==> src/rtl/mem_bus_arbiter.sv <==
// -----------------------------------------------------------------------------
// mem_bus_arbiter
//
// Shares the single multiplexed external memory bus between the fetch port
// (instruction reads) and the data port (loads/stores). Each granted request
// runs a complete ADDR -> (WAIT x WAIT_CYCLES) -> DATA transaction. When both
// ports request in the same IDLE cycle, the port that was not granted last
// wins.
//
// Ports:
//   clk, reset            clock; synchronous active-high reset
//   f_req/f_addr/f_space  fetch request (level), address, 0=ROM 1=RAM
//   f_done/f_rdata        fetch completion pulse and fetched byte
//   d_req/d_we/d_addr/d_wdata/d_space
//                         data request (level), write enable, address,
//                         write data, 0=ROM 1=RAM
//   d_done/d_err/d_rdata  data completion pulse, ROM-write error pulse, read
//                         byte
//   bus_in                external read data
//   bus_out               address (address phase) or write data (data phase)
//   rom_ram               0=ROM 1=RAM select
//   addr_data             0=address phase, 1=data phase
//   bus_we                write strobe, data phase only
//   bus_active            high during ADDR/WAIT/DATA
// -----------------------------------------------------------------------------
module mem_bus_arbiter #(
    parameter int BITS        = 8,
    parameter int WAIT_CYCLES = 0
) (
    input  logic            clk,
    input  logic            reset,
    input  logic            f_req,
    input  logic [BITS-1:0] f_addr,
    input  logic            f_space,
    output logic            f_done,
    output logic [BITS-1:0] f_rdata,
    input  logic            d_req,
    input  logic            d_we,
    input  logic [BITS-1:0] d_addr,
    input  logic [BITS-1:0] d_wdata,
    input  logic            d_space,
    output logic            d_done,
    output logic            d_err,
    output logic [BITS-1:0] d_rdata,
    input  logic [BITS-1:0] bus_in,
    output logic [BITS-1:0] bus_out,
    output logic            rom_ram,
    output logic            addr_data,
    output logic            bus_we,
    output logic            bus_active
);

    typedef enum logic [1:0] {
        ST_IDLE = 2'd0,
        ST_ADDR = 2'd1,
        ST_WAIT = 2'd2,
        ST_DATA = 2'd3
    } state_t;

    localparam logic       GNT_F     = 1'b0;
    localparam logic       GNT_D     = 1'b1;
    localparam logic       HAS_WAIT  = (WAIT_CYCLES > 0);
    localparam logic [3:0] WAIT_LOAD = 4'(WAIT_CYCLES);

    state_t          state_r, state_s;
    logic            grant_r, grant_s;
    logic            last_grant_r, last_grant_s;
    logic [BITS-1:0] addr_r, addr_s;
    logic [BITS-1:0] wdata_r, wdata_s;
    logic            space_r, space_s;
    logic            we_r, we_s;
    logic [3:0]      wait_cnt_r, wait_cnt_s;
    logic            pick_d_s;

    logic [BITS-1:0] bus_out_s;
    logic            rom_ram_s;
    logic            addr_data_s;
    logic            bus_we_s;
    logic            bus_active_s;

    logic            in_data_s;

    // Next-state, arbitration and request-field latching
    always_comb begin
        state_s      = state_r;
        grant_s      = grant_r;
        last_grant_s = last_grant_r;
        addr_s       = addr_r;
        wdata_s      = wdata_r;
        space_s      = space_r;
        we_s         = we_r;
        wait_cnt_s   = wait_cnt_r;
        // Round-robin: on a tie, data wins only if fetch was granted last.
        pick_d_s     = d_req && (!f_req || (last_grant_r == GNT_F));

        case (state_r)
            ST_IDLE: begin
                if (f_req || d_req) begin
                    if (pick_d_s) begin
                        addr_s  = d_addr;
                        wdata_s = d_wdata;
                        space_s = d_space;
                        we_s    = d_we;
                        grant_s = GNT_D;
                    end else begin
                        addr_s  = f_addr;
                        wdata_s = {BITS{1'b0}};
                        space_s = f_space;
                        we_s    = 1'b0;
                        grant_s = GNT_F;
                    end
                    last_grant_s = grant_s;
                    state_s      = ST_ADDR;
                end else begin
                    state_s = ST_IDLE;
                end
            end
            ST_ADDR: begin
                if (HAS_WAIT) begin
                    state_s    = ST_WAIT;
                    wait_cnt_s = WAIT_LOAD;
                end else begin
                    state_s = ST_DATA;
                end
            end
            ST_WAIT: begin
                // Counter holds the number of WAIT cycles still to go, this one included.
                if (wait_cnt_r <= 4'd1) begin
                    state_s = ST_DATA;
                end else begin
                    wait_cnt_s = wait_cnt_r - 4'd1;
                end
            end
            ST_DATA: begin
                state_s = ST_IDLE;
            end
            default: begin
                state_s = ST_IDLE;
            end
        endcase
    end

    // Bus output decode for the upcoming cycle, so the outputs can be registered
    always_comb begin
        bus_out_s    = {BITS{1'b0}};
        rom_ram_s    = 1'b0;
        addr_data_s  = 1'b0;
        bus_we_s     = 1'b0;
        bus_active_s = 1'b0;
        case (state_s)
            ST_IDLE: begin
                bus_active_s = 1'b0;
            end
            ST_ADDR: begin
                bus_out_s    = addr_s;
                rom_ram_s    = space_s;
                bus_active_s = 1'b1;
            end
            ST_WAIT: begin
                bus_out_s    = we_s ? wdata_s : {BITS{1'b0}};
                rom_ram_s    = space_s;
                addr_data_s  = 1'b1;
                bus_active_s = 1'b1;
            end
            ST_DATA: begin
                bus_out_s    = we_s ? wdata_s : {BITS{1'b0}};
                rom_ram_s    = space_s;
                addr_data_s  = 1'b1;
                bus_active_s = 1'b1;
                // ROM is never strobed; the write is flagged as an error instead.
                bus_we_s     = we_s && space_s;
            end
            default: begin
                bus_active_s = 1'b0;
            end
        endcase
    end

    assign in_data_s = (state_r == ST_DATA);

    // State, grant, latched fields, wait counter and bus output registers
    always_ff @(posedge clk) begin
        if (reset) begin
            state_r      <= ST_IDLE;
            grant_r      <= GNT_F;
            last_grant_r <= GNT_D;
            addr_r       <= {BITS{1'b0}};
            wdata_r      <= {BITS{1'b0}};
            space_r      <= 1'b0;
            we_r         <= 1'b0;
            wait_cnt_r   <= 4'd0;
            bus_out      <= {BITS{1'b0}};
            rom_ram      <= 1'b0;
            addr_data    <= 1'b0;
            bus_we       <= 1'b0;
            bus_active   <= 1'b0;
        end else begin
            state_r      <= state_s;
            grant_r      <= grant_s;
            last_grant_r <= last_grant_s;
            addr_r       <= addr_s;
            wdata_r      <= wdata_s;
            space_r      <= space_s;
            we_r         <= we_s;
            wait_cnt_r   <= wait_cnt_s;
            bus_out      <= bus_out_s;
            rom_ram      <= rom_ram_s;
            addr_data    <= addr_data_s;
            bus_we       <= bus_we_s;
            bus_active   <= bus_active_s;
        end
    end

    // Completion pulses and read-data capture at the edge that ends DATA
    always_ff @(posedge clk) begin
        if (reset) begin
            f_done  <= 1'b0;
            d_done  <= 1'b0;
            d_err   <= 1'b0;
            f_rdata <= {BITS{1'b0}};
            d_rdata <= {BITS{1'b0}};
        end else begin
            f_done <= in_data_s && (grant_r == GNT_F);
            d_done <= in_data_s && (grant_r == GNT_D);
            d_err  <= in_data_s && (grant_r == GNT_D) && we_r && !space_r;
            if (in_data_s && (grant_r == GNT_F)) begin
                f_rdata <= bus_in;
            end
            if (in_data_s && (grant_r == GNT_D) && !we_r) begin
                d_rdata <= bus_in;
            end
        end
    end

endmodule

==> config.mk <==
export PLATFORM = sky130hd
export DESIGN_NAME = mem_bus_arbiter
export DESIGN_NICKNAME = d
export VERILOG_FILES = /design/src/rtl/mem_bus_arbiter.sv
export SDC_FILE = /design/constraint.sdc
export NUM_CORES = 1
export LEC_CHECK = 0
export BUFFER_PORTS_ARGS = -buffer_cell sky130_fd_sc_hd__buf_2
export CAP_MARGIN = 40
export CORE_MARGIN = 1
export CORE_UTILIZATION = 30
export CTS_BUF_LIST = sky130_fd_sc_hd__clkbuf_4
export DETAILED_ROUTE_END_ITERATION = 12
export GPL_TIMING_DRIVEN = 0
export MAX_ROUTING_LAYER = met4
export SLEW_MARGIN = 0
export SYNTH_ARGS = -nofsm -noshare
export SYNTH_HDL_FRONTEND = slang
export SYNTH_SLANG_ARGS = --single-unit
export TNS_END_PERCENT = 50
==> constraint.sdc <==
create_clock -name clk -period 5.1 [get_ports clk]
set_input_delay 1.02 -clock clk [delete_from_list [all_inputs] [get_ports clk]]
set_output_delay 1.02 -clock clk [all_outputs]
set_load 0.005 [all_outputs]
======== After elaboration in Yosys (flattened, before gate mapping) ========
Index checks and enable logic that the tools add are counted.
operators by class
  $add $sub $neg .......................... 1
  order comparisons ....................... 1
  equality and inequality tests ........... 6
  muxes and demuxes ....................... 20
  bitwise logic cells ..................... 5
  reductions and logical operators ........ 20
operators with widths
  cell                                                                   count
  8-bit 2-to-1 mux                                                       7
  8-bit one-hot mux with 2 select lines                                  1
  1-bit 2-to-1 mux                                                       9
  2-bit equality test, second input constant                             4
  2-bit one-hot mux with 4 select lines                                  1
  1-bit logical AND                                                      7
  2-bit OR reduction                                                     3
  1-bit inverter                                                         5
  2-bit by 1-bit equality test with 1-bit output, second input constant  2
  4-bit by 1-bit <= comparator with 1-bit output, second input constant  1
  2-bit logical NOT                                                      2
  2-bit AND reduction                                                    2
  4-bit by 1-bit subtractor with 4-bit output, second input constant     1
  1-bit logical NOT                                                      3
  3-bit OR reduction                                                     1
  1-bit logical OR                                                       2
  2-bit 2-to-1 mux                                                       1
  1-bit one-hot mux with 2 select lines                                  1
word-level totals
  flip-flop bits (word level) ............. 57
  input bits .............................. 39
  output and inout bits ................... 31

======== Depth between registers and ports, before layout ========
Gate-level depths: netlist of run 1.
  depth in word-level cells ............... 8
  depth in mapped cells ................... 7
  depth with buffers taken out ............ 6

======== Worst setup path after synthesis of run 1 ========
Ideal clock, no wire load.
  path kind ............................... input -> register
  from .................................... input port d_req
  to ...................................... register bus_out[7]
  library setup time ...................... 0.060 ns
  data arrival time ....................... 1.932 ns
  setup slack ............................. 3.108 ns
  cell stages on the path ................. 5
  buffers on the path ..................... 1
  cell sequence ........................... a21bo_1 -> buf_6 -> nor3b_4 -> a22o_1 -> a22o_1
on the way
  cells in the longest elaborated chain, start to end .. 6
ends and longest elaborated chain
  item                                                                     RTL line  RTL
  from (decl)                                                              37        input logic d_req,
  1-bit logical OR or 1-bit logical AND (tied branches)                    98, 94
  1-bit 2-to-1 mux (tied with other cells)                                 98        if (f_req || d_req) begin
  2-bit one-hot mux with 4 select lines (tied with other cells)            96        case (state_r)
  2-bit equality test (tied with other cells)                              150       case (state_s)
  2-bit OR reduction (no source line) or 8-bit 2-to-1 mux (tied branches)  -
  8-bit one-hot mux with 2 select lines *                                  150
  to (signal assigned)                                                     192       bus_out <= {BITS{1'b0}};
  to (signal assigned)                                                     206       bus_out <= bus_out_s;
  to (decl)                                                                46        output logic [BITS-1:0] bus_out,
Mark *: on every way between the ends. The rest lies on a longest branch, timed or not.
A chain may end at the register's enable or synchronous reset.

======== Final worst setup path of run 1 ========
  from .................................... input port f_req
  to ...................................... register bus_out[7]
on the way
  cells in the longest elaborated chain, start to end .. 8
ends and longest elaborated chain
  item                                                                           RTL line  RTL
  from (decl)                                                                    32        input logic f_req,
  branches (longest 7 deep; another with 2-bit one-hot mux with 4 select lines)  -
  8-bit one-hot mux with 2 select lines *                                        150
Every way passes the cells marked *.

==> impl_metrics.json, run 1 <==
{
  "wire_length_of_the_first_global_routing_pass_mm": 8.00,
  "die_footprint_um2": 7500,
  "antenna-diode-count": 0,
  "synth-edff-count": 0,
  "synth_seq_cells": 56,
  "critPathMaxFanout": 10,
  "wire_per_inst_um": 12.5,
  "setup.worst_path.class": "in -> reg",
  "syn_area_um2": 2150,
  "clkTransAtPathRegs_ps": 150,
  "num_rows": 30,
  "slew_headroom": 0.561,
  "finClkSkew_ps": 14.5,
  "ir_drop_mv": 0.120,
  "unrepaired_setup_endpoints_after_global_routing": "false",
  "critical_path.startpoint": "f_req",
  "grtUsageTotal": 0.146,
  "postCtsSetupBuffers": 0,
  "ioPinCount": 70,
  "finalWirelength_mm": 5.09,
  "nNetsFinal": 354,
  "timing.hold.worst_path_depth": 1,
  "result_of_the_run": "complete, no violations",
  "class_of_the_tightest_hold_or_removal_check": "reg -> reg",
  "number_of_antenna_violations_at_the_first_check_in_global_routing": 0,
  "fmax_mhz": 462,
  "syn-instance-count": 233,
  "nFillCells": 717,
  "critical_path.reg2reg.startpoint": "addr_data$_SDFF_PP0_",
  "chipHeight_um": 86.6,
  "drcViolationCount": 0,
  "drv_slew": 0,
  "worst_slew_pin_slew_ps": 656,
  "num_vias": 1826,
  "ys_dominant_reg_cell": "sky130_fd_sc_hd__dfxtp_1",
  "syn-num-nets": 278,
  "cts-root-buf": "sky130_fd_sc_hd__clkbuf_4",
  "finalSetupViolCount": 0,
  "post_cts_resize_count": 0,
  "crit_chain": "buf_2, o21ai_2, a32oi_1, nor2b_1, clkbuf_1, a22o_1",
  "die_w_um": 86.6,
  "yosysSeqAreaShare": 0.522,
  "drt_first_pass_iters": 4,
  "place.gp.congestion": 0.771,
  "synth_async_sr_flop_share": 0,
  "worst_setup_path_start_kind": "input port",
  "h-tree-depth": 2,
  "post_synth.cell_area_avg_um2": 9.21,
  "timing.reg2reg.worst_path_depth": 7,
  "arr_time_crit_path_ps": 2480,
  "clock-sinks": 56,
  "cts_tree": "built",
  "grt_pass1_vias": 1682,
  "final_layout_size_suffix_gt1_frac": 0.290,
  "grt_start_max_net_pins": 16,
  "cp-end-kind": "flop",
  "grt_ovf": 0,
  "finalHoldViolations": 0,
  "min_period_over_period": 0.424,
  "dp.final_hpwl_mm": 3.69,
  "yosys_warnings": 0,
  "cellLeakagePower_nw": 1.18,
  "setup_tns_ps": 0,
  "area_growth_syn_to_layout_pct": 24.3,
  "area.sequential_um2": 1120,
  "clk-insertion-delay-late_ps": 370,
  "ant_nets": 0,
  "cts.hold.buffers_added": 0,
  "post_route_hold_slack_ps": 446,
  "power_per_cell_area_nw_per_um2": 363,
  "routed_via_density": 4.50,
  "initial_drc_count": 57,
  "start_util": 0.313,
  "max-cap-violations": 0,
  "cp_data_required_time_ps": 5410,
  "multiInputGateArea_um2": 960,
  "core_um2": 6870,
  "port_buffers": 69,
  "timing.critical_path.slowest_cell_delay_ps": 420,
  "clockBufferDepth": 2,
  "final.min_clock_period_ps": 2160,
  "synth.distinct_cells": 38,
  "cts_buffers": 5,
  "worst_hold_startpoint": "space_r$_SDFF_PP0_",
  "timing.critical_path.slowest_stage_cell": "sky130_fd_sc_hd__o21ai_2"
}
==> worst paths after layout <==
| path | to | slack, ps |
|---|---|---|
| worst max-delay path | bus_out[7]$_SDFF_PP0_ | 2940 |
| worst min-delay path | d_err$_SDFF_PP0_ | 450 |
| worst max register to register | bus_out[7]$_SDFF_PP0_ | 3110 |
| worst min register to register | d_err$_SDFF_PP0_ | 450 |
==> state kept, by name, indices dropped and copies added (netlist names) <==
| register | count |
|---|---|
| addr_data | 1 |
| bus_out | 8 |
| state_r | 1 |
| d_err | 1 |
| f_done | 1 |
| d_rdata | 8 |
| rom_ram | 1 |
| grant_r | 1 |
| bus_we | 1 |
| space_r | 1 |
| last_grant_r | 1 |
| wdata_r | 8 |
| addr_r | 8 |
| bus_active | 1 |
| d_done | 1 |
| we_r | 1 |
| wait_cnt_r | 4 |
| f_rdata | 8 |
==> Yosys cell counts, types with 2 or more instances <==
cell type | n | area share
sky130_fd_sc_hd__a21oi_1 | 35 | 0.082
sky130_fd_sc_hd__a22o_1 | 16 | 0.065
sky130_fd_sc_hd__buf_1 | 3 | 0.0052
sky130_fd_sc_hd__buf_2 | 2 | 0.0047
sky130_fd_sc_hd__clkbuf_1 | 5 | 0.0087
sky130_fd_sc_hd__dfxtp_1 | 56 | 0.52
sky130_fd_sc_hd__ha_1 | 6 | 0.035
sky130_fd_sc_hd__inv_1 | 4 | 0.0070
sky130_fd_sc_hd__nand2_1 | 45 | 0.079
sky130_fd_sc_hd__nand2b_1 | 2 | 0.0058
sky130_fd_sc_hd__nor2_1 | 19 | 0.033
sky130_fd_sc_hd__nor2b_1 | 11 | 0.032
sky130_fd_sc_hd__o21a_1 | 3 | 0.010
sky130_fd_sc_hd__or2_2 | 2 | 0.0058
==> layer usage <==
layer | global-route usage | up-vias | part of all wire
li1 | - | 944 | -
met1 | 0.187 | 838 | 0.49
met2 | 0.224 | 40 | 0.46
met3 | 0.0352 | 4 | 0.042
met4 | 0.0545 | 0 | 0.0088
met5 | - | - | 0
==> worst max-delay path: cells and delay by family <==
kind	cells	cell delay, ps
compound gates	3	790
buf+inv	2	520
simple gates	1	140
==> metrics by stage <==
stage | total power [mW] | cell area, um2 | std cells | util | setup WS (ps)
finish | 0.968 | 2670 | 406 | 0.389 | 2940
global route | 1.04 | 2670 | 406 | 0.389 | 2800
CTS | 0.981 | 2670 | 406 | 0.389 | 2950
detailed placement | 0.788 | 2610 | 398 | 0.380 | 2550
global placement | 0.786 | 2610 | 398 | 0.380 | 2550
floorplan | 0.698 | 2150 | 233 | - | 3110
==> placed cells by master, fill, tap and decap left out, drive strengths merged, types with 2 or more instances in the layout <==
cell type	n
nand2	45
a21oi	35
or2	2
or3	2
o21a	3
dfxtp	56
nand2b	2
nor2b	11
nor2	20
ha	6
inv	4
a22o	16
buf	75
o21ai	2
clkbuf	12
==> cell families (layout without fill, tap and decap cells) <==
group           after synthesis  in the layout  synth area share
simple gates                 87             87             0.189
compound gates               66             66             0.209
flops                        56             56             0.522
buf+inv                      15             92            0.0309
fa+ha+maj                     6              6            0.0350
xor+xnor                      2              2           0.00816
mux                           1              1           0.00524
==> cell type report <==
type,count,share of cell area
plain buffers,11,0.0192
repair buffers,69,0.129
flip-flops and latches,56,0.420
clock inverters,1,0.00141
clock buffers,7,0.0197
inverters,4,0.00563
multi-input cells,162,0.360
well taps,96,0.0450
==> report_power, final <==
part / internal, mW / switching [mW]
Sequential: 0.492 / 0.0212
Clock: 0.0640 / 0.126
Combinational: 0.118 / 0.146
(Power assumes the default switching activity.)
==> run 2, diff against run 1 <==
==> constraint.sdc (replaced) <==
create_clock -name clk -period 1.9 [get_ports clk]
set_input_delay 0.38 -clock clk [delete_from_list [all_inputs] [get_ports clk]]
set_output_delay 0.38 -clock clk [all_outputs]
set_load 0.005 [all_outputs]
==> impl_metrics.json, run 2 (same netlist as run 1, synthesis figures left out) <==
{
  "cts_buffers": 5,
  "num_vias": 1819,
  "cp-end-kind": "flop",
  "final_layout_size_suffix_gt1_frac": 0.312,
  "grt_pass1_vias": 1683,
  "area_growth_syn_to_layout_pct": 26.5,
  "min_period_over_period": 0.958,
  "drcViolationCount": 0,
  "wl_met2_mm": 2.34,
  "fin_total_pwr_mw": 2.66,
  "dp.final_hpwl_mm": 3.69,
  "initial_drc_count": 40,
  "grtUsageTotal": 0.147,
  "cts.hold.buffers_added": 0,
  "finalHoldViolations": 0,
  "path_buf_inv": 2,
  "multiInputGateArea_um2": 982,
  "clockBufferDepth": 2,
  "num_rows": 30,
  "port_buffers": 69,
  "timing.critical_path.slowest_stage_cell": "sky130_fd_sc_hd__or4_4",
  "combinational_power_share": 0.289,
  "nNetsFinal": 355,
  "area.sequential_um2": 1120,
  "finClkSkew_ps": 14.9,
  "layout_setup_ws_ps": 79.5,
  "clkTransAtPathRegs_ps": 150,
  "routed_via_density": 4.47,
  "core_um2": 6870,
  "ioPinCount": 70,
  "result_of_the_run": "complete, no violations",
  "place.gp.congestion": 0.771,
  "power_per_cell_area_nw_per_um2": 979,
  "clock-sinks": 56,
  "clk-insertion-delay-late_ps": 370,
  "class_of_the_tightest_hold_or_removal_check": "in -> reg",
  "wire_length_of_the_first_global_routing_pass_mm": 8.05,
  "routedLengthMet1_mm": 2.61,
  "switching_fraction": 0.304,
  "ir_drop_mv": 0.342,
  "wire_per_inst_um": 12.7,
  "antenna-diode-count": 0,
  "cts_tree": "built",
  "ant_nets": 0,
  "timing.critical_path.slowest_cell_delay_ps": 510,
  "dp.cells": 398,
  "internal_cell_power_mw": 1.85,
  "cts-root-buf": "sky130_fd_sc_hd__clkbuf_4",
  "die_footprint_um2": 7500,
  "fin_util": 0.395,
  "final_cell_mix": "sky130_fd_sc_hd__buf_2, sky130_fd_sc_hd__dfxtp_1, sky130_fd_sc_hd__nand2_1, sky130_fd_sc_hd__a21oi_1, sky130_fd_sc_hd__nor2_1",
  "detailroute.wirelength.met3_um": 177,
  "worst_slew_pin_slew_ps": 550,
  "number_of_antenna_violations_at_the_first_check_in_global_routing": 0,
  "clkPwrFrac": 0.192,
  "max-cap-violations": 0,
  "arr_time_crit_path_ps": 2140,
  "die_w_um": 86.6,
  "final.min_clock_period_ps": 1820,
  "routed.top_layer": "met4",
  "h-tree-depth": 2,
  "nFillCells": 711,
  "power.sequential.fraction": 0.519,
  "worst_setup_path_start_kind": "flop",
  "path_delay_family": "simple AND/OR/NAND/NOR gates",
  "cp_data_required_time_ps": 2210,
  "post_layout_nonfiller_instances": 407,
  "drv_slew": 0,
  "drt_first_pass_iters": 4,
  "grt_ovf": 0,
  "chipHeight_um": 86.6,
  "finalWirelength_mm": 5.18,
  "pre_cts_ws_ps": -63.5,
  "cellLeakagePower_nw": 1.19,
  "setup.worst_path.class": "reg -> reg",
  "start_util": 0.313,
  "fmax_mhz": 549,
  "mostFrequentLayoutCell": "sky130_fd_sc_hd__buf_2",
  "slew_headroom": 0.632,
  "critPathMaxFanout": 8,
  "netSwitchingPower_uw": 807,
  "grt_start_max_net_pins": 16,
  "crit_chain": "inv_1, ha_2, nor2_2, or4_4, a211oi_4, buf_12, a22o_1",
  "finalSetupViolCount": 0
}
run 2: cell types whose count changed in the layout (fill, tap and decap cells not counted), sizes merged:
cell	before	now
clkbuf	12	13
run 2: path summary, 6_finish.rpt:
path,start,end,slack (ps),depth (start not counted)
min,bus_in[4],f_rdata[4]$_SDFFE_PP0P_,230,3
max reg2reg,wait_cnt_r[0]$_SDFFE_PP0P_,bus_out[7]$_SDFF_PP0_,80,7
min reg2reg,space_r$_SDFF_PP0_,d_err$_SDFF_PP0_,450,1
max,wait_cnt_r[0]$_SDFFE_PP0P_,bus_out[7]$_SDFF_PP0_,80,7
run 2: metal layers:
layer / up-vias / track usage
met4: 0 / 0.0545
li1: 950 / -
met3: 4 / 0.0352
met1: 828 / 0.191
met2: 37 / 0.222
met5: - / -
run 2: stage by stage:
step	hold slack [ps]	instance area [um2]	TNS [ps]
after detailed placement	440	2610	-481
after CTS	226	2670	0
after floorplan	400	2150	0
final	234	2720	0
after global placement	441	2610	-513
after global routing	201	2720	-30.6
run 2: timing repair:
item	in CTS	in global routing
setup buffers	0	1
endpoints found under the setup margin	9	10
pin swaps	1	1
gates resized for setup	2	6
run 2: power groups by stage:
| stage | clock network (mW) | logic, mW | registers, mW |
|---|---|---|---|
| after global placement | 0 | 0.707 | 1.40 |
| after global routing | 0.596 | 0.852 | 1.40 |
| final | 0.511 | 0.768 | 1.38 |
| after CTS | 0.538 | 0.720 | 1.38 |
| after detailed placement | 0 | 0.710 | 1.40 |
| after floorplan | 0 | 0.467 | 1.41 |
run 2: worst register-to-register path, delay by kind of cell (launching register included):
kind                       cells  cell delay, ps
AOI/OAI and AO/OA              2             410
DFF                            1             360
buffers and inverters          2             240
and+or+nand+nor                2             560
adders and majority gates      1             200
run 2: cell type report:
type,instances,area share
inverters,4,0.00553
well taps,96,0.0442
clock inverters,1,0.00138
repair buffers,70,0.134
flip-flops and latches,56,0.413
plain buffers,11,0.0203
clock buffers,7,0.0193
multi-input cells,162,0.362
==> run 3, diff against run 2 <==
--- a/config.mk
+++ b/config.mk
@@ -7,13 +7,12 @@
 export LEC_CHECK = 0
 export BUFFER_PORTS_ARGS = -buffer_cell sky130_fd_sc_hd__buf_2
 export CAP_MARGIN = 40
-export CORE_MARGIN = 1
+export CORE_MARGIN = 2
 export CORE_UTILIZATION = 30
 export CTS_BUF_LIST = sky130_fd_sc_hd__clkbuf_4
 export DETAILED_ROUTE_END_ITERATION = 12
-export GPL_TIMING_DRIVEN = 0
 export MAX_ROUTING_LAYER = met4
-export SLEW_MARGIN = 0
+export SLEW_MARGIN = 10
 export SYNTH_ARGS = -nofsm -noshare
 export SYNTH_HDL_FRONTEND = slang
 export SYNTH_SLANG_ARGS = --single-unit
==> impl_metrics.json, run 3 (same netlist as run 1, synthesis figures left out) <==
{
  "result_of_the_run": "complete, no violations",
  "switching_fraction": 0.314,
  "grt_pass1_vias": 1743,
  "number_of_antenna_violations_at_the_first_check_in_global_routing": 0,
  "h-tree-depth": 2,
  "wire_per_inst_um": 12.7,
  "fin_total_pwr_mw": 2.66,
  "cp_data_required_time_ps": 2190,
  "clock-sinks": 56,
  "power_per_cell_area_nw_per_um2": 982,
  "final.min_clock_period_ps": 1760,
  "num_rows": 30,
  "setup_tns_ps": 0,
  "drcViolationCount": 0,
  "finClkSkew_ps": 19.4,
  "final_layout_size_suffix_gt1_frac": 0.328,
  "clk-insertion-delay-late_ps": 380,
  "post_dp_cell_area_um2": 2640,
  "worst_slew_pin_slew_ps": 449,
  "critPathMaxFanout": 8,
  "final_cell_mix": "sky130_fd_sc_hd__buf_2, sky130_fd_sc_hd__dfxtp_1, sky130_fd_sc_hd__nand2_1, sky130_fd_sc_hd__a21oi_1, sky130_fd_sc_hd__nor2_1",
  "grtUsageTotal": 0.140,
  "drt_first_pass_iters": 4,
  "cts_buffers": 5,
  "nNetsFinal": 355,
  "worst_setup_path_start_kind": "flop",
  "clkTransAtPathRegs_ps": 170,
  "finalHoldViolations": 0,
  "finalSetupViolCount": 0,
  "max-cap-violations": 0,
  "setup.worst_path.class": "reg -> reg",
  "nFillCells": 715,
  "ant_nets": 0,
  "area_growth_syn_to_layout_pct": 26.3,
  "drv_slew": 0,
  "cellLeakagePower_nw": 1.21,
  "power.sequential.fraction": 0.517,
  "grt_ovf": 0,
  "class_of_the_tightest_hold_or_removal_check": "in -> reg",
  "area.sequential_um2": 1120,
  "initial_drc_count": 58,
  "min_period_over_period": 0.927,
  "clkPwrFrac": 0.196,
  "post_layout_nonfiller_instances": 407,
  "dp.final_hpwl_mm": 3.91,
  "clockBufferDepth": 2,
  "die_footprint_um2": 7850,
  "cts-root-buf": "sky130_fd_sc_hd__clkbuf_4",
  "antenna-diode-count": 0,
  "die_w_um": 88.6,
  "fmax_mhz": 568,
  "arr_time_crit_path_ps": 2050,
  "chipHeight_um": 88.6,
  "cts_tree": "built",
  "wire_length_of_the_first_global_routing_pass_mm": 8.16,
  "final_cell_area_um2": 2710,
  "grt_start_max_net_pins": 18,
  "slew_headroom": 0.700,
  "start_util": 0.313,
  "routed_via_density": 4.47,
  "combinational_power_share": 0.286,
  "multiInputGateArea_um2": 966,
  "ioPinCount": 70,
  "netSwitchingPower_uw": 837,
  "finalWirelength_mm": 5.17,
  "num_vias": 1819,
  "internal_cell_power_mw": 1.83,
  "cp-end-kind": "flop",
  "cts.hold.buffers_added": 0,
  "core_um2": 6870,
  "mostFrequentLayoutCell": "sky130_fd_sc_hd__buf_2",
  "unrepaired_setup_endpoints_after_global_routing": "false",
  "dp.cells": 398,
  "place.gp.congestion": 0.755,
  "port_buffers": 69,
  "ir_drop_mv": 0.411
}
## run 3: changes by cell type in the layout (fill, tap and decap cells not counted), moves of 3 or more
cell	before	now
sky130_fd_sc_hd__buf_1	3	0
sky130_fd_sc_hd__clkbuf_1	4	0
sky130_fd_sc_hd__clkbuf_4	8	5
sky130_fd_sc_hd__buf_4	0	12
## run 3: area by class of cell
cell class,instances,area share
clock buffer,5,0.0138
clock inverter,3,0.00646
inverter,4,0.00554
multi-input combinational,162,0.356
sequential,56,0.413
tap,96,0.0443
timing repair buffer,81,0.161
## run 3: critical path: stages (launching register included)
cell and delay (ps):
sky130_fd_sc_hd__dfxtp_1 390, sky130_fd_sc_hd__inv_1 90, sky130_fd_sc_hd__ha_1 240, sky130_fd_sc_hd__nand2b_1 150, sky130_fd_sc_hd__a21oi_1 330, sky130_fd_sc_hd__a211oi_4 100
sky130_fd_sc_hd__buf_4 180, sky130_fd_sc_hd__a22o_1 200
## run 3: power groups by stage
stage | registers [mW] | logic [mW] | clock network (mW)
6_report | 1.38 | 0.763 | 0.523
4_1_cts | 1.38 | 0.749 | 0.552
3_3_place_gp | 1.40 | 0.738 | 0
3_5_place_dp | 1.40 | 0.747 | 0
5_1_grt | 1.39 | 0.851 | 0.598
2_1_floorplan | 1.41 | 0.467 | 0
## run 3: metal layers
metal,track usage,wire length [um],up-vias
met4,0.0510,72,0
met3,0.0354,230,6
met1,0.182,2550,829
met5,-,0,-
li1,-,-,942
met2,0.212,2320,42
## run 3: timing repair
item	4_1_cts	5_1_grt
setup buffers	0	1
setup endpoints to repair	0	9
gates resized for setup	0	3
## run 3: worst paths after layout
| check | from | to | slack (ps) | cells after the start |
|---|---|---|---|---|
| worst max register to register | state_r[0]$_SDFF_PP0_ | bus_out[5]$_SDFF_PP0_ | 140 | 7 |
| worst min register to register | space_r$_SDFF_PP0_ | d_err$_SDFF_PP0_ | 460 | 1 |
| worst max-delay path | state_r[0]$_SDFF_PP0_ | bus_out[5]$_SDFF_PP0_ | 140 | 7 |
| worst min-delay path | bus_in[6] | f_rdata[6]$_SDFFE_PP0P_ | 230 | 3 |
## run 3: metrics by stage
step / setup WS [ps] / hold slack, ps / utilization
global placement: 111 / 439 / 0.385
finish: 138 / 235 / 0.395
floorplan: 228 / 400 / -
CTS: 40.7 / 212 / 0.393
detailed placement: 64.0 / 432 / 0.385
global route: 30.3 / 222 / 0.395
